**src/rtl/bus_master_port_if.sv**
```systemverilog
// Bundle of the core-side request/response signals and the bit-serial bus
// signals of one bus_master_port.
//   master : the view taken by bus_master_port itself
//   slave  : the opposite view, used by whatever drives the master
//            (core model plus bus slave model)
interface bus_master_port_if #(
  parameter int ADDR_W = 12,
  parameter int DATA_W = 8
);
  // Core request side
  logic              req_valid;
  logic              req_wr;
  logic [ADDR_W-1:0] req_addr;
  logic [DATA_W-1:0] req_wdata;
  logic              req_ready;
  // Core response side
  logic              resp_valid;
  logic [DATA_W-1:0] resp_rdata;
  logic              resp_err;
  // Serial bus towards the slave port
  logic              validOut;
  logic              wren;
  logic              AddressOut;
  logic              DataOut;
  // Serial bus from the slave port
  logic              readyIn;
  logic              validIn;
  logic              DataIn;

  modport master (
    input  req_valid, req_wr, req_addr, req_wdata,
    input  readyIn, validIn, DataIn,
    output req_ready, resp_valid, resp_rdata, resp_err,
    output validOut, wren, AddressOut, DataOut
  );

  modport slave (
    output req_valid, req_wr, req_addr, req_wdata,
    output readyIn, validIn, DataIn,
    input  req_ready, resp_valid, resp_rdata, resp_err,
    input  validOut, wren, AddressOut, DataOut
  );
endinterface

```
**src/rtl/bus_master_port.sv**
```systemverilog
// bus_master_port: serial-bus initiator. Takes one parallel read/write
// request from the core, sends a header cycle then the address MSB first
// (write data rides on DataOut, LSB-aligned with the address), waits for the
// slave's completion, deserialises read data and gives a one-cycle response.
// DATA_W must not exceed ADDR_W.
//
// Optional feature: define BUS_MASTER_TIMEOUT_EN to abort a wait state after
// TIMEOUT cycles without completion (resp_err=1). Without it the wait states
// block indefinitely and resp_err is tied low.
module bus_master_port #(
  parameter int ADDR_W  = 12,
  parameter int DATA_W  = 8
`ifdef BUS_MASTER_TIMEOUT_EN
  , parameter int TIMEOUT = 255
`endif
) (
  input logic               clk,
  input logic               rstn,
  bus_master_port_if.master bus
);

  localparam int ACNT_W = $clog2(ADDR_W + 1);
  localparam int RCNT_W = $clog2(DATA_W + 1);

  typedef enum logic [2:0] {IDLE, HDR, ADDR, WR_WAIT, RD_WAIT, RESP} state_e;

  state_e              state_q, state_d;
  logic                wr_q, wr_d;
  logic [ADDR_W-1:0]   addr_sr_q, addr_sr_d;   // address, shifted out MSB first
  logic [ADDR_W-1:0]   wdata_sr_q, wdata_sr_d; // write data zero-extended to ADDR_W
  logic [ACNT_W-1:0]   bit_cnt_q, bit_cnt_d;
  logic [DATA_W-1:0]   rx_sr_q, rx_sr_d;       // read data being assembled
  logic [RCNT_W-1:0]   rx_cnt_q, rx_cnt_d;
  logic [DATA_W-1:0]   rdata_q, rdata_d;       // last completed read, held
  logic [DATA_W-1:0]   rx_next;

`ifdef BUS_MASTER_TIMEOUT_EN
  localparam int TO_W = $clog2(TIMEOUT + 1);
  logic [TO_W-1:0]     to_cnt_q, to_cnt_d;
  logic                err_q, err_d;
`endif

  assign rx_next = (rx_sr_q << 1) | DATA_W'(bus.DataIn);

  // Next-state and datapath updates for the transaction sequencer
  always_comb begin
    // NOTE: every signal gets its hold value first so no path infers a latch.
    state_d    = state_q;
    wr_d       = wr_q;
    addr_sr_d  = addr_sr_q;
    wdata_sr_d = wdata_sr_q;
    bit_cnt_d  = bit_cnt_q;
    rx_sr_d    = rx_sr_q;
    rx_cnt_d   = rx_cnt_q;
    rdata_d    = rdata_q;
`ifdef BUS_MASTER_TIMEOUT_EN
    to_cnt_d   = to_cnt_q;
    err_d      = err_q;
`endif
    unique case (state_q)
      IDLE: begin
        if (bus.req_valid) begin
          wr_d       = bus.req_wr;
          addr_sr_d  = bus.req_addr;
          wdata_sr_d = ADDR_W'(bus.req_wdata);
          bit_cnt_d  = '0;
          state_d    = HDR;
        end
      end
      HDR: state_d = ADDR;
      ADDR: begin
        addr_sr_d  = addr_sr_q << 1;
        wdata_sr_d = wdata_sr_q << 1;
        bit_cnt_d  = bit_cnt_q + ACNT_W'(1);
        if (bit_cnt_q == ACNT_W'(ADDR_W - 1)) begin
          state_d  = wr_q ? WR_WAIT : RD_WAIT;
          rx_cnt_d = '0;
`ifdef BUS_MASTER_TIMEOUT_EN
          to_cnt_d = '0;
`endif
        end
      end
      WR_WAIT: begin
        if (bus.readyIn) begin
          state_d = RESP;
`ifdef BUS_MASTER_TIMEOUT_EN
          err_d   = 1'b0;
        end else if (to_cnt_q == TO_W'(TIMEOUT - 1)) begin
          state_d = RESP;
          err_d   = 1'b1;
        end else begin
          to_cnt_d = to_cnt_q + TO_W'(1);
`endif
        end
      end
      RD_WAIT: begin
        if (bus.validIn) begin
          rx_sr_d  = rx_next;
          rx_cnt_d = rx_cnt_q + RCNT_W'(1);
`ifdef BUS_MASTER_TIMEOUT_EN
          to_cnt_d = '0;
`endif
          if (rx_cnt_q == RCNT_W'(DATA_W - 1)) begin
            rdata_d = rx_next;
            state_d = RESP;
`ifdef BUS_MASTER_TIMEOUT_EN
            err_d   = 1'b0;
`endif
          end
`ifdef BUS_MASTER_TIMEOUT_EN
        end else if (to_cnt_q == TO_W'(TIMEOUT - 1)) begin
          // Abort: resp_rdata keeps the previous read result
          state_d = RESP;
          err_d   = 1'b1;
        end else begin
          to_cnt_d = to_cnt_q + TO_W'(1);
`endif
        end
      end
      RESP:    state_d = IDLE;
      default: state_d = IDLE;
    endcase
  end

  // State and datapath registers, cleared asynchronously
  always_ff @(posedge clk or negedge rstn) begin
    if (!rstn) begin
      state_q    <= IDLE;
      wr_q       <= 1'b0;
      addr_sr_q  <= '0;
      wdata_sr_q <= '0;
      bit_cnt_q  <= '0;
      rx_sr_q    <= '0;
      rx_cnt_q   <= '0;
      rdata_q    <= '0;
`ifdef BUS_MASTER_TIMEOUT_EN
      to_cnt_q   <= '0;
      err_q      <= 1'b0;
`endif
    end else begin
      // NOTE: non-blocking so every register samples pre-edge values.
      state_q    <= state_d;
      wr_q       <= wr_d;
      addr_sr_q  <= addr_sr_d;
      wdata_sr_q <= wdata_sr_d;
      bit_cnt_q  <= bit_cnt_d;
      rx_sr_q    <= rx_sr_d;
      rx_cnt_q   <= rx_cnt_d;
      rdata_q    <= rdata_d;
`ifdef BUS_MASTER_TIMEOUT_EN
      to_cnt_q   <= to_cnt_d;
      err_q      <= err_d;
`endif
    end
  end

  // Moore outputs decoded from the registered state
  assign bus.req_ready  = (state_q == IDLE);
  assign bus.resp_valid = (state_q == RESP);
  assign bus.resp_rdata = rdata_q;
  assign bus.validOut   = (state_q == HDR) || (state_q == ADDR);
  assign bus.wren       = bus.validOut && wr_q;
  assign bus.AddressOut = (state_q == ADDR) && addr_sr_q[ADDR_W-1];
  assign bus.DataOut    = (state_q == ADDR) && wr_q && wdata_sr_q[ADDR_W-1];
`ifdef BUS_MASTER_TIMEOUT_EN
  assign bus.resp_err   = (state_q == RESP) && err_q;
`else
  assign bus.resp_err   = 1'b0;
`endif

endmodule

```
**src/flat_wrapper.sv**
```systemverilog
// flat-port wrapper written by rule: the top's interface ports become plain ports
module bus_master_port_flat 
#(
  parameter int ADDR_W  = 12,
  parameter int DATA_W  = 8

)
  (clk, rstn, bus_req_valid, bus_req_wr, bus_req_addr, bus_req_wdata, bus_readyIn, bus_validIn, bus_DataIn, bus_req_ready, bus_resp_valid, bus_resp_rdata, bus_resp_err, bus_validOut, bus_wren, bus_AddressOut, bus_DataOut);
  bus_master_port_if #(.ADDR_W(ADDR_W), .DATA_W(DATA_W)) bus_i ();
  input logic clk;
  input logic rstn;
  input wire logic [$bits(bus_i.req_valid)-1:0] bus_req_valid;
  input wire logic [$bits(bus_i.req_wr)-1:0] bus_req_wr;
  input wire logic [$bits(bus_i.req_addr)-1:0] bus_req_addr;
  input wire logic [$bits(bus_i.req_wdata)-1:0] bus_req_wdata;
  input wire logic [$bits(bus_i.readyIn)-1:0] bus_readyIn;
  input wire logic [$bits(bus_i.validIn)-1:0] bus_validIn;
  input wire logic [$bits(bus_i.DataIn)-1:0] bus_DataIn;
  output wire logic [$bits(bus_i.req_ready)-1:0] bus_req_ready;
  output wire logic [$bits(bus_i.resp_valid)-1:0] bus_resp_valid;
  output wire logic [$bits(bus_i.resp_rdata)-1:0] bus_resp_rdata;
  output wire logic [$bits(bus_i.resp_err)-1:0] bus_resp_err;
  output wire logic [$bits(bus_i.validOut)-1:0] bus_validOut;
  output wire logic [$bits(bus_i.wren)-1:0] bus_wren;
  output wire logic [$bits(bus_i.AddressOut)-1:0] bus_AddressOut;
  output wire logic [$bits(bus_i.DataOut)-1:0] bus_DataOut;
  assign bus_i.req_valid = bus_req_valid;
  assign bus_i.req_wr = bus_req_wr;
  assign bus_i.req_addr = bus_req_addr;
  assign bus_i.req_wdata = bus_req_wdata;
  assign bus_i.readyIn = bus_readyIn;
  assign bus_i.validIn = bus_validIn;
  assign bus_i.DataIn = bus_DataIn;
  assign bus_req_ready = bus_i.req_ready;
  assign bus_resp_valid = bus_i.resp_valid;
  assign bus_resp_rdata = bus_i.resp_rdata;
  assign bus_resp_err = bus_i.resp_err;
  assign bus_validOut = bus_i.validOut;
  assign bus_wren = bus_i.wren;
  assign bus_AddressOut = bus_i.AddressOut;
  assign bus_DataOut = bus_i.DataOut;
  bus_master_port #(.ADDR_W(ADDR_W), .DATA_W(DATA_W)) u_core (.clk(clk), .rstn(rstn), .bus(bus_i));
endmodule
```
**config.mk**
```make
export PLATFORM = sky130hd
export DESIGN_NAME = bus_master_port_flat
export DESIGN_NICKNAME = d
export VERILOG_FILES = /design/src/rtl/bus_master_port_if.sv /design/src/rtl/bus_master_port.sv /design/src/flat_wrapper.sv
export SDC_FILE = /design/constraint.sdc
export NUM_CORES = 1
export LEC_CHECK = 0
export ABC_CLOCK_PERIOD_IN_PS = 1800
export BUFFER_PORTS_ARGS = -buffer_cell sky130_fd_sc_hd__buf_2
export CORE_ASPECT_RATIO = 2
export CORE_MARGIN = 2
export CORE_UTILIZATION = 35
export CTS_CLUSTER_DIAMETER = 150
export DETAILED_ROUTE_END_ITERATION = 16
export PLACE_DENSITY = 0.53
export SYNTH_ARGS = -nofsm -noshare
export SYNTH_HDL_FRONTEND = slang
export SYNTH_SLANG_ARGS = --single-unit
```
**constraint.sdc**
```tcl
create_clock -name clk -period 1.8 [get_ports clk]
set_input_delay 0.18 -clock clk [delete_from_list [all_inputs] [get_ports clk]]
set_output_delay 0.18 -clock clk [all_outputs]
set_load 0.01 [all_outputs]
```
==> results of run 1 <==
synth_stat cells (2+ instances only):
| cell type | instances |
|---|---|
| buf_4 | 4 |
| mux2i_1 | 2 |
| nand4bb_1 | 2 |
| o2bb2ai_1 | 2 |
| dfrtp_1 | 51 |
| buf_2 | 7 |
| nor3_1 | 20 |
| nand2_1 | 7 |
| ha_1 | 2 |
| xnor2_1 | 2 |
| a22o_1 | 7 |
| nor2_1 | 23 |
| o22ai_1 | 18 |
| nand4b_1 | 2 |
| mux2_1 | 2 |
| buf_6 | 3 |
| mux2_2 | 14 |
| inv_1 | 3 |
kinds of logic (layout without fill, tap and decap cells):
| group | after synthesis | after routing | share of synthesized area (%) |
|---|---|---|---|
| AO/OA/AOI/OAI | 36 | 36 | 11.4 |
| XOR/XNOR | 3 | 3 | 1.15 |
| adder cells (fa/ha/maj) | 2 | 2 | 1.10 |
| buffers and inverters | 17 | 70 | 4.83 |
| flip-flops | 51 | 51 | 56.0 |
| multiplexers | 18 | 18 | 8.78 |
| other | 1 | 1 | 0.164 |
| AND/OR/NAND/NOR | 67 | 67 | 16.6 |
sequential cells by signal (all words and copies together), names as in the netlist:
register and count:
u_core.state_q 3, u_core.rx_sr_q 7, u_core.bit_cnt_q 4, u_core.wr_q 1, u_core.rx_cnt_q 4, u_core.wdata_sr_q 12, u_core.bus.resp_rdata 8, u_core.addr_sr_q 12
power by group:
group	internal, W	total, W	switching [W]	leakage (nW)
logic	0.00106	0.00204	0.000982	0.630
clock network	0.000797	0.00119	0.000397	0.0911
registers	0.00155	0.00184	0.000294	0.641
stage by stage:
step	utilization, %	power (W)	cells	hold WS (ns)
floorplan	-	0.00313	195	-0.116
global placement	41.2	0.00359	318	0.125
detailed placement	41.2	0.00362	318	0.125
CTS	44.5	0.00487	327	0.0786
global route	46.0	0.00544	334	0.103
finish	46.0	0.00507	334	0.0828
layout by cell type, fill, tap and decap left out, drive strengths merged, types with 2 or more instances in the layout:
| cell type | count |
|---|---|
| nor3 | 20 |
| nor3b | 2 |
| a22o | 7 |
| clkbuf | 7 |
| buf | 57 |
| dfrtp | 51 |
| nor2 | 24 |
| ha | 2 |
| mux2 | 16 |
| nand2 | 7 |
| xnor2 | 2 |
| o2bb2ai | 2 |
| o22ai | 18 |
| bufinv | 2 |
| mux2i | 2 |
| inv | 3 |
| nand4bb | 2 |
| or3b | 2 |
| nand4b | 2 |
routing by layer:
| metal | part of all wire [%] | vias to the layer above |
|---|---|---|
| met5 | 0 | - |
| met4 | 1.7 | 0 |
| met3 | 4.1 | 6 |
| met2 | 55 | 37 |
| met1 | 40 | 835 |
| li1 | - | 808 |
timing repair:
action,in CTS,in global routing
hold buffers,1,0
pin swaps,0,2
endpoints found under the setup margin,2,2
hold endpoints to repair,15,0
gates resized for setup,2,5
cloned,0,1
buffers inserted,0,6
worst min-delay path by stage:
stage | cells after the start | slack [ns] | to | startpoint
floorplan | 0 | -0.12 | u_core.addr_sr_q[0] | rstn
global placement | 1 | 0.12 | u_core.addr_sr_q[8] | rstn
detailed placement | 1 | 0.13 | u_core.addr_sr_q[8] | rstn
CTS | 3 | 0.08 | u_core.wr_q | bus_req_wr
global route | 3 | 0.10 | u_core.wr_q | bus_req_wr
finish | 3 | 0.08 | u_core.wr_q | bus_req_wr
critical path, cell delays in order (launching register included):
cell,delay (ns)
dfrtp_1,0.41
buf_6,0.15
nor3b_4,0.32
buf_6,0.17
and3_4,0.18
buf_6,0.09
cell type report:
type / count / share of cell area, %
Sequential cell: 51 / 44.0
Multi-Input combinational cell: 127 / 31.3
Tap cell: 86 / 3.71
Inverter: 3 / 0.388
Clock buffer: 6 / 4.44
Clock inverter: 2 / 2.07
Timing Repair Buffer: 59 / 14.1
==> impl_results.md, run 1 <==
* Status: complete, no violations
* Worst vdd ir at 0.823 mV
* Maxcap violations at 0
* Arr. time, crit path at 1.61 ns
* Most used DFF post-synth: dfrtp_1
* Area leader, netlist: dfrtp_1
* Vias in the first global route at 1,666
* Largest fanout on the critical path at 5
* Met1 GRT Util at 15.9%
* Tot GR Track Use at 14.2%
* DRT antenna net count at 0
* Worst reg-to-reg setup slack at 0.11 ns
* Final Wtd Congestion at 0.784
* Pre-Repair DR Iteration Count at 4
* Synth top area share at 56.0%
* Final HPWL DP at 3380 µm
* Mapped Nets at 224
* Worst skew pair latency at 0.29 ns
* CTS Buf Count at 5
* Ant. Diodes at 0
* Synth unique cells at 42
* Hold Path Class: in -> reg
* PortBufs at 40
* Clock sinks at 51
* Final Max Slew Viols at 0
* CTS H-tree depth at 2
* Clock transition at path regs at 0.07 ns
* Vias per cell at 5.05
* Remaining DRCs at 0
* Final min period at 1.79 ns
* Highest clock rate at 559 MHz
* Area after DPL at 2600 µm²
* I/O Pins at 42
* Fin crit share at 99.3%
* Final Hold Fails at 0
* Unrepaired setup endpoints after global routing: true
* GR peak layer: met2
* Core Area at 6310 µm²
* CP startpoint kind: flop
* Crit. Startpoint: u_core.state_q[2]
* Drt wl/cell at 14.7 µm
* # fillers at 627
* Post-synth ARST share at 100%
* Met3 Usage GRT at 3.28%
* Row count at 41
* DR iter-0 viols at 73
* Initial Utilization at 36.1%
* Clock skew at 0.00690 ns
* Die area at 7220 µm²
* Syn-to-layout area delta at 27.2%
* Synth area leaders: dfrtp_1, mux2_2, o22ai_1, nor3_1, nor2_1
* Synthesized netlist cell count at 195
* Sequential fraction of the synthesis area at 56.0%
* Reg-to-Reg End: u_core.bus.resp_rdata[7]
* Met2 Resource Use GR at 24.5%
* Die span in x at 61.1 µm
* CTS tree: yes
* Post-Syn Area at 2280 µm²
* Via count at 1,686
* Syn. warnings at 0
* Area of the multi-input gates at 908 µm²
* Register area at 1280 µm²
* R2R depth at 3
* Worst setup path class: reg -> out
* PD cells at 1750 nW/µm²
* Die Y at 118 µm
* Final net count at 276
* Avg Cell Area, Syn at 11.7 µm²
* Final setup violation count at 0
* Grt ovf at 0
* Setup TNS Final at 0 ns
* Final wirelength at 4910 µm
* R2R Path Start: u_core.state_q[0]
* EDFF count, synth at 0
* CTS root buf: clkbuf_16
* Worst path required time at 1.62 ns
* Fraction of layout cells with a size suffix above 1 at 34.7%
* Largest net degree at the start of global routing at 37
* Critical Path End: bus_DataOut
* First-pass GRT wire length at 7740 µm
* Pleak at 1.36 nW
* Initial antenna violation count at 0
* Dpl ws at 0.118 ns
* Flops & latches, synth at 51
* CP Capture Type: primary output
* CTS max path bufs at 2
* Crit path setup slack, layout at 0.0117 ns
* Fin area at 2900 µm²
No activity file was read; power rests on OpenSTA's default activity.
==> inputs of run 2 (changes only) <==
- ABC_AREA: unset -> 1
==> run 2 against run 1 <==
Effect of this change:
- worst hold slack improved by 0.045 ns
- maximum frequency grew 7.1%
- synthesized cell count is 53% higher
- sequential power about the same
- wire length decreased by 4.8%
- cell area rose by 2.9%
- critical path depth grew 1
- cell count grew 29%
- die area grew 11%
- critical endpoint is now bus_AddressOut
- largest cell class unchanged
- largest power group is now registers
==> impl_results.md, run 2 <==
* Status: complete, no violations
* Post-synth ARST share at 100%
* Crit path setup slack, layout at 0.130 ns
* Worst skew pair latency at 0.29 ns
* Sequential fraction of the synthesis area at 50.0%
* Synth top cells by count: nand2_1, dfrtp_1, inv_1, o21ai_0, o21ai_2
* Pleak at 1.54 nW
* Final HPWL DP at 3470 µm
* Mapped Nets at 327
* Final core occ at 41.7%
* Clock skew at 0.00639 ns
* Avg Cell Area, Syn at 8.57 µm²
* Syn-to-layout area delta at 17.0%
* Final Wtd Congestion at 0.807
* Setup TNS Final at 0 ns
* Die Y at 125 µm
* Grt ovf at 0
* Syn. warnings at 0
* CTS Buf Count at 5
* Fin crit share at 92.8%
* PD cells at 1580 nW/µm²
* Non-Filler Instances at 432
* Drt wl/cell at 10.8 µm
* Tot GR Track Use at 13.1%
* Maxcap violations at 0
* Fraction of layout cells with a size suffix above 1 at 24.7%
* # fillers at 736
* Flops & latches, synth at 51
* Dpl ws at 0.231 ns
* Worst path slowest cell: dfrtp_2
* Area of the multi-input gates at 1000 µm²
* Clock transition at path regs at 0.07 ns
* DRT antenna net count at 0
* CTS max path bufs at 2
* Post-Syn Area at 2550 µm²
* Synthesized netlist cell count at 298
* Synth unique cells at 26
* Final Max Slew Viols at 0
* Die area at 8030 µm²
* Synth area leaders: dfrtp_1, nand2_1, inv_1, o21ai_2, o21ai_0
* Clock sinks at 51
* Worst Path Buf+Inv at 3
* I/O Pins at 42
* Most used DFF post-synth: dfrtp_1
* Area leader, netlist: dfrtp_1
* Largest fanout on the critical path at 27
* Worst vdd ir at 0.835 mV
* Remaining DRCs at 0
* Most instantiated library cell after synthesis: nand2_1
* Final Hold Fails at 0
* Worst setup path class: reg -> out
* Worst path required time at 1.62 ns
* Synth top area share at 50.0%
* Register area at 1280 µm²
* Final min period at 1.67 ns
* Final setup violation count at 0
* Via count at 1,998
* Largest net degree at the start of global routing at 44
* Row count at 44
* DR iter-0 viols at 77
* Slowest stage delay, CP at 0.44 ns
* Highest clock rate at 599 MHz
* CP startpoint kind: flop
* Pre-Repair DR Iteration Count at 4
* EDFF count, synth at 0
* Vias in the first global route at 1,946
* Vias per cell at 4.63
* CP Capture Type: primary output
* Die span in x at 64.4 µm
* Initial antenna violation count at 0
* Crit path cell chain: inv_2 -> nor2_4 -> nand2_2 -> buf_6 -> nor2_1 -> buf_2
* Unrepaired setup endpoints after global routing: false
* PortBufs at 40
* CTS tree: yes
* Arr. time, crit path at 1.49 ns
* Commonest non-fill, non-tap cell in the layout: nand2_1
* Ant. Diodes at 0
* Hold Path Class: in -> reg
* Initial Utilization at 35.7%
* Cell total after placement at 423
* Core Area at 7160 µm²
* Commonest non-fill, non-tap cells in the layout: nand2_1, dfrtp_1, inv_1
* First-pass GRT wire length at 8490 µm
* CTS root buf: clkbuf_16
* Final wirelength at 4680 µm
* Cell family with most CP delay: buffers and inverters
* CTS H-tree depth at 2
* Final net count at 368
-- run 2: cell count changes in the layout (fill, tap and decap cells not counted), sizes merged, moves of 7 or more --
cell	delta
inv	+41
o21ai	+57
nor2	-10
buf	-12
a22o	-7
nand3	+14
o22ai	-13
mux2	-16
nand2	+78
nor3	-17
-- run 2: report_power, final --
part	internal, W	total [W]	switching [W]
sequential	0.00160	0.00183	0.000231
combinational	0.000639	0.00179	0.00115
clock	0.000691	0.00109	0.000399
-- run 2: final timing paths --
kind	from	end	slack (ns)	cells after the start
worst max-delay path	u_core.state_q[1]	bus_AddressOut	0.13	6
worst min-delay path	bus_DataIn	u_core.rx_sr_q[0]	0.13	3
worst max register to register	u_core.state_q[1]	u_core.wdata_sr_q[2]	0.20	7
worst min register to register	u_core.bus.resp_rdata[2]	u_core.bus.resp_rdata[2]	0.48	2
max in group asynchronous	rstn	u_core.state_q[1]	1.05	3
min in group asynchronous	rstn	u_core.wdata_sr_q[4]	0.21	2
-- run 2: cell families after synthesis --
group	count (synthesis)	share of synthesized area (%)
xor+xnor	2	0.686
buf+inv	56	10.7
simple gates	120	21.6
fa+ha+maj	2	0.980
other cells	1	0.147
flops	51	50.0
compound gates	66	15.9
-- run 2: layer usage --
layer  track usage (%)  share of wire (%)  up-vias
met5                 0                  0        -
met4              6.01                2.5        0
met3              2.53                4.8        8
met2              21.0                 47       47
met1              16.9                 45      917
li1                  -                  -     1026
-- run 2: through the flow --
step                      power [W]  cell area, µm²  hold slack (ns)
after floorplan             0.00335            2550           -0.116
after global placement      0.00361            2800          -0.0302
after detailed placement    0.00365            2800          -0.0287
after CTS                   0.00477            2980            0.118
after global routing        0.00513            2990            0.128
final                       0.00471            2990            0.127
-- run 2: timing repair --
item / 4_1_cts / 5_1_grt
endpoints found under the setup margin: 0 / 1
hold buffers: 1 / 0
endpoints found under the hold margin: 51 / 0
resized for setup: 0 / 2
setup buffers: 0 / 0
-- run 2: worst min-delay path: cells and delay by family --
kind | cells | cell delay, ns
buffers and inverters | 1 | 0.09
AOI/OAI and AO/OA | 1 | 0.06
and+or+nand+nor | 1 | 0.05
-- run 2: layout make-up --
type	count	share of cell area (%)
multi-input cells	191	33.6
well taps	92	3.86
clock inverters	2	1.17
clock buffers	6	4.65
flip-flops and latches	51	42.8
repair buffers	46	8.42
inverters	44	5.53
==> inputs of run 3 (changes only) <==
- REMOVE_ABC_BUFFERS: unset -> 1
==> run 3 against run 2 <==
Effect of this change:
- non-clock buffer count shrank 1
- critical path depth unchanged
- sequential power about the same
- global-route usage increased by 0.13 points
- critical path type unchanged
- critical endpoint is now bus_validOut
- largest power group unchanged
==> impl_results.md, run 3 (same netlist as run 2, synthesis figures left out) <==
* Status: complete, no violations
* Largest fanout on the critical path at 22
* Fraction of layout cells with a size suffix above 1 at 23.9%
* Remaining DRCs at 0
* PD cells at 1530 nW/µm²
* Vias per cell at 4.57
* CP startpoint kind: flop
* Vias in the first global route at 1,941
* Arr. time, crit path at 1.49 ns
* Final wirelength at 4590 µm
* P_int at 0.00274 W
* Unrepaired setup endpoints after global routing: false
* Switch share at 39.3%
* Commonest non-fill, non-tap cell in the layout: nand2_1
* Total power at 0.00452 W
* R2R Path Start: u_core.state_q[0]
* Clock transition at path regs at 0.06 ns
* Tot GR Track Use at 13.2%
* Pleak at 1.51 nW
* Reg power frac at 40.6%
* DRT antenna net count at 0
* Worst path required time at 1.62 ns
* Maxcap violations at 0
* Initial antenna violation count at 0
* Drt wl/cell at 10.6 µm
* Die area at 8030 µm²
* Switch Pwr at 0.00177 W
* Via count at 1,971
* I/O Pins at 42
* Worst setup path class: reg -> out
* CTS root buf: clkbuf_16
* Pre-Repair DR Iteration Count at 4
* Setup TNS Final at 0 ns
* Slowest stage delay, CP at 0.42 ns
* CTS max path bufs at 2
* Syn-to-layout area delta at 15.7%
* Clock skew at 0.00399 ns
* Clock sinks at 51
* Worst vdd ir at 0.731 mV
* Worst path slowest cell: dfrtp_1
* Final net count at 367
* CTS Buf Count at 5
* First-pass GRT wire length at 8470 µm
* CP Capture Type: primary output
* CTS resizes at 0
* Commonest non-fill, non-tap cells in the layout: nand2_1, dfrtp_1, inv_1
* Highest clock rate at 599 MHz
* Final Max Slew Viols at 0
* Final HPWL DP at 3300 µm
* Ant. Diodes at 0
* Row count at 44
* Gate power share at 39.3%
* Hold Path Class: in -> reg
* Worst skew pair latency at 0.29 ns
* Largest net degree at the start of global routing at 44
* Crit path cell chain: inv_2 -> nor2_4 -> nand2_2 -> buf_4 -> nand2_1 -> buf_2
* Final Hold Fails at 0
* Core Area at 7160 µm²
* Initial Utilization at 35.7%
* DR iter-0 viols at 73
* CTS tree: yes
* Clock network fraction of total power at 20.1%
* R2R depth at 7
* CTS H-tree depth at 2
* HP Start: bus_DataIn
* Postcts setup bufs at 0
* Final min period at 1.67 ns
* Fin crit share at 92.7%
* Worst Hold Depth at 3
* Hold Buf Count CTS at 1
* Final Wtd Congestion at 0.909
* PortBufs at 40
* Crit. Startpoint: u_core.state_q[1]
* Die Y at 125 µm
* Grt ovf at 0
* Final setup violation count at 0
* Die span in x at 64.4 µm
[run 3: cell types whose count changed in the layout (fill, tap and decap cells not counted), sizes merged]
cell	delta
buf	-1
bufinv	-1
clkinvlp	+1
[run 3: worst paths after layout]
check / slack, ns / end
min in group asynchronous: 0.39 / u_core.addr_sr_q[10]
worst max-delay path: 0.13 / bus_validOut
worst max register to register: 0.21 / u_core.addr_sr_q[6]
max in group asynchronous: 0.88 / u_core.rx_cnt_q[1]
worst min-delay path: 0.12 / u_core.rx_sr_q[0]
worst min register to register: 0.48 / u_core.bus.resp_rdata[2]
[run 3: critical path, delay by kind of cell (launching register included)]
kind | cells | cell delay (ns)
simple gates | 3 | 0.24
flops | 1 | 0.42
buf+inv | 3 | 0.54
[run 3: power groups by stage]
stage / combinational, W / sequential, W / clock (W)
after global placement: 0.00176 / 0.00184 / 0
after CTS: 0.00181 / 0.00184 / 0.000950
after global routing: 0.00207 / 0.00189 / 0.000999
after detailed placement: 0.00180 / 0.00186 / 0
final: 0.00178 / 0.00183 / 0.000906
after floorplan: 0.00136 / 0.00181 / 0
[run 3: per-stage QoR]
stage          worst slack, ns  instances  hold WS [ns]  instance area [µm²]  util, %
6_report                 0.131        431         0.117                 2950     41.3
5_1_grt                 0.0165        431         0.125                 2950     41.3
4_1_cts                  0.108        431         0.112                 2950     41.3
3_5_place_dp             0.210        422         0.170                 2800     39.1
3_3_place_gp             0.279        422         0.164                 2800     39.1
2_1_floorplan           0.0916        286        -0.116                 2440        -
[run 3: cell type report]
class	instances	area, µm²
Clock buffer	6	129
Sequential cell	51	1280
Inverter	44	165
Tap cell	92	115
Multi-Input combinational cell	191	1000
Fill cell	766	4200
Timing Repair Buffer	45	253
Clock inverter	2	12.5
[run 3: metal layers]
| layer | share of wire, % | GRT usage, % | wire, µm |
|---|---|---|---|
| met1 | 47 | 17.0 | 2170 |
| met2 | 46 | 20.8 | 2110 |
| met3 | 4.4 | 2.98 | 200 |
| met4 | 2.4 | 6.38 | 109 |
| met5 | 0 | 0 | 0 |
